`config.mk`:
```
export PLATFORM = sky130hd
export DESIGN_NAME = vga_mem_arbiter
export DESIGN_NICKNAME = d
export VERILOG_FILES = /design/src/rtl/vga_mem_arbiter.sv
export SDC_FILE = /design/constraint.sdc
export NUM_CORES = 1
export LEC_CHECK = 0
export CAP_MARGIN = 20
export CORE_AREA = 5 5 81 83
export DETAILED_ROUTE_END_ITERATION = 16
export DIE_AREA = 0 0 86 88
export GPL_ROUTABILITY_DRIVEN = 1
export PLACE_DENSITY = 0.82
export SYNTH_ARGS = -nofsm -noshare
export SYNTH_HDL_FRONTEND = slang
export SYNTH_SLANG_ARGS = --single-unit
```
`constraint.sdc`:
```
create_clock -name clk -period 7.14 [get_ports clk]
set_input_delay 1.428 -clock clk [delete_from_list [all_inputs] [get_ports clk]]
set_output_delay 1.428 -clock clk [all_outputs]
set_load 0.005 [all_outputs]
```
`src/rtl/vga_mem_arbiter.sv`:
```
// Screen-memory arbiter: the display tile prefetch takes the pixel-tick cycle when a
// tile is due; every other cycle is shared round-robin between R0 (CPU) and R1 (blitter).
module vga_mem_arbiter #(
    parameter int unsigned ADDR_W      = 11,
    parameter int unsigned DATA_W      = 8,
    parameter int unsigned COLS        = 80,
    parameter int unsigned H_ACTIVE    = 640,
    parameter int unsigned V_ACTIVE    = 480,
    parameter int unsigned WHOLE_LINE  = 800,
    parameter int unsigned WHOLE_FRAME = 525
) (
    input  logic              clk,
    input  logic              reset_n,
    input  logic              pix_tick,
    input  logic [9:0]        x,
    input  logic [9:0]        y,
    output logic [DATA_W-1:0] disp_data,
    output logic              disp_valid,
    input  logic              r0_req,
    input  logic              r0_we,
    input  logic [ADDR_W-1:0] r0_addr,
    input  logic [DATA_W-1:0] r0_wdata,
    output logic              r0_gnt,
    output logic [DATA_W-1:0] r0_rdata,
    output logic              r0_rvalid,
    input  logic              r1_req,
    input  logic              r1_we,
    input  logic [ADDR_W-1:0] r1_addr,
    input  logic [DATA_W-1:0] r1_wdata,
    output logic              r1_gnt,
    output logic [DATA_W-1:0] r1_rdata,
    output logic              r1_rvalid,
    output logic              mem_en,
    output logic              mem_we,
    output logic [ADDR_W-1:0] mem_addr,
    output logic [DATA_W-1:0] mem_wdata,
    input  logic [DATA_W-1:0] mem_rdata
);
    localparam int unsigned XY_W  = 10;
    localparam int unsigned MAP_W = 16;

    logic [1:0]        phase;      // pixel sub-cycle; the pix_tick cycle is phase 0
    logic              armed;      // low for the first cycle after reset release
    logic              rr_ptr;     // requester that wins a tie: 0 = R0, 1 = R1
    logic [XY_W-1:0]   xn;
    logic [XY_W-1:0]   yn;
    logic              dfetch;
    logic [ADDR_W-1:0] fetch_addr;
    logic [DATA_W-1:0] r0_hold;
    logic [DATA_W-1:0] r1_hold;
    logic [DATA_W-1:0] disp_hold;

    // Next pixel position and the display prefetch decision for this cycle
    always_comb begin
        xn = x + XY_W'(1);
        yn = y;
        if (x == XY_W'(WHOLE_LINE - 1)) begin
            xn = '0;
            yn = (y == XY_W'(WHOLE_FRAME - 1)) ? '0 : y + XY_W'(1);
        end
        dfetch = armed && pix_tick && (x[2:0] == 3'd7)
              && (x < XY_W'(WHOLE_LINE)) && (y < XY_W'(WHOLE_FRAME))
              && (xn < XY_W'(H_ACTIVE)) && (yn < XY_W'(V_ACTIVE));
        fetch_addr = ADDR_W'(MAP_W'(yn >> 3) * MAP_W'(COLS) + MAP_W'(xn >> 3));
    end

    // Requester grant: only in non-fetch cycles, round-robin on a tie
    always_comb begin
        r0_gnt = 1'b0;
        r1_gnt = 1'b0;
        if (armed && !dfetch) begin
            if (r0_req && r1_req) begin
                r0_gnt = ~rr_ptr;
                r1_gnt = rr_ptr;
            end else begin
                r0_gnt = r0_req;
                r1_gnt = r1_req;
            end
        end
    end

    // Memory port mux; idle cycles drive all-zero
    always_comb begin
        mem_en    = 1'b0;
        mem_we    = 1'b0;
        mem_addr  = '0;
        mem_wdata = '0;
        if (dfetch) begin
            mem_en   = 1'b1;
            mem_addr = fetch_addr;
        end else if (r0_gnt) begin
            mem_en    = 1'b1;
            mem_we    = r0_we;
            mem_addr  = r0_addr;
            mem_wdata = r0_wdata;
        end else if (r1_gnt) begin
            mem_en    = 1'b1;
            mem_we    = r1_we;
            mem_addr  = r1_addr;
            mem_wdata = r1_wdata;
        end
    end

    // Phase counter, start-up guard and round-robin pointer
    always_ff @(posedge clk or negedge reset_n) begin
        if (!reset_n) begin
            phase  <= 2'd0;
            armed  <= 1'b0;
            rr_ptr <= 1'b0;
        end else begin
            phase <= pix_tick ? 2'd1 : phase + 2'd1;
            armed <= 1'b1;
            if (r0_gnt) begin
                rr_ptr <= 1'b1;
            end else if (r1_gnt) begin
                rr_ptr <= 1'b0;
            end
        end
    end

    // Read-return tracking; reads in flight at reset are dropped
    always_ff @(posedge clk or negedge reset_n) begin
        if (!reset_n) begin
            r0_rvalid  <= 1'b0;
            r1_rvalid  <= 1'b0;
            disp_valid <= 1'b0;
            r0_hold    <= '0;
            r1_hold    <= '0;
            disp_hold  <= '0;
        end else begin
            r0_rvalid  <= r0_gnt & ~r0_we;
            r1_rvalid  <= r1_gnt & ~r1_we;
            disp_valid <= dfetch;
            if (r0_rvalid) begin
                r0_hold <= mem_rdata;
            end
            if (r1_rvalid) begin
                r1_hold <= mem_rdata;
            end
            if (disp_valid) begin
                disp_hold <= mem_rdata;
            end
        end
    end

    // Returned data follows memory in the valid cycle, then holds until the next read
    assign r0_rdata  = r0_rvalid  ? mem_rdata : r0_hold;
    assign r1_rdata  = r1_rvalid  ? mem_rdata : r1_hold;
    assign disp_data = disp_valid ? mem_rdata : disp_hold;

endmodule
```
==> key figures <==
Status
  – Status: complete, no violations

Global route
  – Total gr overflow: 0
  – Antenna violations before repair: 0
  – First-pass GRT wire length: 11.72 mm
  – Pin count of the biggest net entering global routing: 30
  – Vias in the first global route: 2428
  – Total track usage: 19.29%

Yosys
  – Ys flop type: dfrtp_1
  – Cells after Synth: 231
  – Syn avg cell area: 9.473 um2
  – Yosys Warn Count: 0
  – Post-Syn Area: 2188 um2
  – Number of distinct library cells after synthesis: 50
  – Syn Nets: 316
  – Synthesized flop and latch total: 29
  – Ys async rst share: 100.0%
  – Post-synth EDFFs: 0
  – Seq/Total Area, Yosys: 33.16%

Detailed routing
  – DRT antenna net count: 0
  – Initial DRC Count: 61
  – DRT Wirelength: 7.410 mm
  – Post-DR wirelength/cell: 16.32 um
  – Vias per Instance: 5.273
  – DRC: 0
  – Router iterations before antenna repair: 4
  – Vias post-DR: 2394

Finish
  – ANT cells: 0
  – Synthesis-to-finish area growth: 74.79%
  – # nets final: 464
  – Layout cells sized above 1: 20.32%
  – Finished Layout Cells: 454
  – Fin util: 66.17%

Min path
  – Worst Hold Class: reg2reg
  – Worst Hold End: disp_hold[6]$_DFF_PN0_
  – Hold path cells: 1
  – Hold Path Origin: disp_hold[6]$_DFF_PN0_

Worst setup path
  – Reg2reg path depth: 5
  – Critical Path Most Common Cell: xor2_1
  – Worst-path fanout max: 2
  – CP peak stage delay: 0.58 ns
  – Crit Reg-Reg Startpoint: armed$_DFF_PN0_
  – CP startpoint: x[7]
  – Worst EP required: 5.71 ns
  – FF-to-FF End: disp_valid$_DFF_PN0_
  – CP max-delay cell: fa_1
  – Crit-path cells: clkdlybuf4s50_1 > or3_4 > or4_4 > nor3_4 > xor2_1 > ha_1 > fa_1 > nand3b_1 > or4_1 > o2111ai_1 > xor2_1 > a211oi_1 > nor3b_1 > clkbuf_2
  – CP Class: in2out
  – Crit end category: primary output
  – Startpoint types: input pin
  – Worst Path Buf+Inv: 2
  – FF-to-FF setup slack: 5.27 ns
  – Critical Path AT: 5.46 ns
  – CP delay by family, top: simple AND/OR/NAND/NOR gates

Pwr
  – Combinational power share: 43.4%
  – Leakage: 1.590 nW
  – Share of total power in the clock network: 21.8%
  – Sw Ratio: 26.90%
  – Max VDD drop: 124.7 uV
  – Flop pwr share: 34.8%
  – Psw: 0.0001585 W
  – Cell Int Power: 0.0004308 W
  – PD cells: 154.1 nW/um2

Clocking
  – Clock buffer depth: 2
  – Clock sink count: 29
  – Clk_lat worst skew: 0.27 ns
  – Hold-fix buffers, CTS: 0
  – Clock Pin Slew Worst Setup and Hold Paths: 0.05 ns
  – Inserted Clock Buffers: 5
  – CTS tree: yes
  – Root Buffer: clkbuf_8
  – Depth of the CTS H-tree: 2

Floorplan
  – DIE WIDTH: 86 um
  – CORE AREA: 5781 um2
  – I/O pins: 123
  – Die Y: 88 um
  – Die area: 7568 um2
  – Row count: 28
  – Initial Util: 37.86%

Place
  – Port bufs: 122
  – Dpl hpwl: 6.069 mm
  – GPL Wtd Cong: 0.8564
  – Dpl cells: 446

Timing
  – Final Skew: 0.002309 ns
  – Final Hold Viols: 0
  – Final setup fails: 0
  – Least-Margin Pin Slew: 0.9918 ns
  – Final slew viol count: 0
  – Fmax: 145.1 MHz
  – Max transition margin: 33.88%
  – Final Cycle Share: 96.49%
  – Post-route minimum period: 6.889 ns
  – RSZ-0062 raised after global routing: false

Job
  – Max-cap violations: 0
-- power by group through the flow --
stage	Sequential, W	Clock, W	Combinational [W]
floorplan	0.000202	0	0.0000970
global placement	0.000205	0	0.000249
detailed placement	0.000208	0	0.000256
CTS	0.000205	0.000132	0.000257
global route	0.000208	0.000140	0.000277
finish	0.000205	0.000128	0.000256
-- layer usage --
layer	track usage, %	vias up	routed length, um	part of all wire, %
li1	-	1165	-	-
met5	0	-	0	0
met3	3.669	13	465	6.3
met4	5.468	0	114	1.5
met2	34.83	87	3845	52
met1	23.35	1129	2984	40
-- flip-flops by register name, summed over array words and instances (netlist names) --
register	count
disp_hold	8
r0_hold	8
r1_hold	8
armed	1
disp_valid	1
r0_rvalid	1
r1_rvalid	1
rr_ptr	1
-- placed cells by master (no fill, tap or decap), types with 6 or more instances in the layout --
cell type,n
a21oi_1,10
a221oi_1,8
a22oi_1,12
buf_4,30
clkbuf_8,6
clkdlybuf4s50_1,121
dfrtp_1,29
ha_1,10
mux2_2,24
nand2_1,19
nor2_1,17
o21ai_0,6
xnor2_1,7
xor2_1,9
-- final cells by class --
cell class,instances,area (um2)
Timing Repair Buffer,152,1441
Inverter,5,18.77
Multi-Input combinational cell,186,1459
Sequential cell,29,725.7
Fill cell,460,1956
Tap cell,75,93.84
Clock buffer,7,86.33
-- metrics by stage --
| step | TNS [ns] | total power, W | setup slack, ns | hold slack [ns] | instance area, um2 |
|---|---|---|---|---|---|
| global route | 0 | 0.0006249 | 0.07711 | 0.5125 | 3825 |
| CTS | 0 | 0.0005949 | 0.1639 | 0.4994 | 3797 |
| detailed placement | -0.1511 | 0.0004639 | -0.1511 | 0.4847 | 3685 |
| global placement | -0.1101 | 0.0004543 | -0.1101 | 0.4806 | 3685 |
| floorplan | 0 | 0.0002994 | 0.8619 | 0.4719 | 2188 |
| finish | 0 | 0.0005893 | 0.2505 | 0.4951 | 3825 |
-- worst register-to-register path: cells and delay by family (launching register included) --
| family | cells | cell delay, ns |
|---|---|---|
| AND/OR/NAND/NOR | 1 | 0.09 |
| AO/OA/AOI/OAI | 3 | 0.89 |
| buffers and inverters | 1 | 0.34 |
| flip-flops | 1 | 0.39 |
-- how the worst max path moves through the flow --
stage                     cells past startpoint            to
after global placement                       14  mem_addr[10]
after floorplan                              12  mem_addr[10]
after global routing                         17  mem_addr[10]
final                                        14  mem_addr[10]
after CTS                                    14  mem_addr[10]
after detailed placement                     17  mem_addr[10]
-- synthesized netlist by cell type (all sizes together) (2+ instances only) --
cell type  count  area (um2)
dfrtp         29       725.7
mux2          24       270.3
nand2         19       71.32
nor2          17       63.81
a21oi         12       60.06
a22oi         12       90.09
ha            10       125.1
clkbuf         9       33.78
xor2           9       78.83
a221oi         8       70.07
xnor2          8       70.07
o21ai          6       30.03
inv            5       18.76
nor3           5       25.02
or4            5       41.29
and2           4       25.02
a21o           3       22.52
and3           3       20.02
nand2b         3       18.77
nand3          3       15.01
nand4          3       18.77
nor4           3       18.77
o211ai         3       22.52
and4           2       18.77
buf            2       10.01
fa             2       40.04
nor2b          2       12.51
o31ai          2       15.01
or3            2       17.52
-- logic make-up (layout without fill, tap and decap cells) --
kind of cell,Yosys count,count (layout),synth area share [%]
fa+ha+maj,12,12,7.547
mux,24,24,12.35
compound gates,58,58,19.21
flops,29,29,33.16
xor+xnor,17,17,6.804
other cells,1,1,0.1714
buf+inv,16,164,2.858
simple gates,74,74,17.90
-- what timing repair did --
item	4_1_cts	5_1_grt
gates resized for setup	6	6
setup endpoints to repair	1	1
pin swaps	3	6
buffers inserted	0	1
Power figures use the tool's default switching activity.
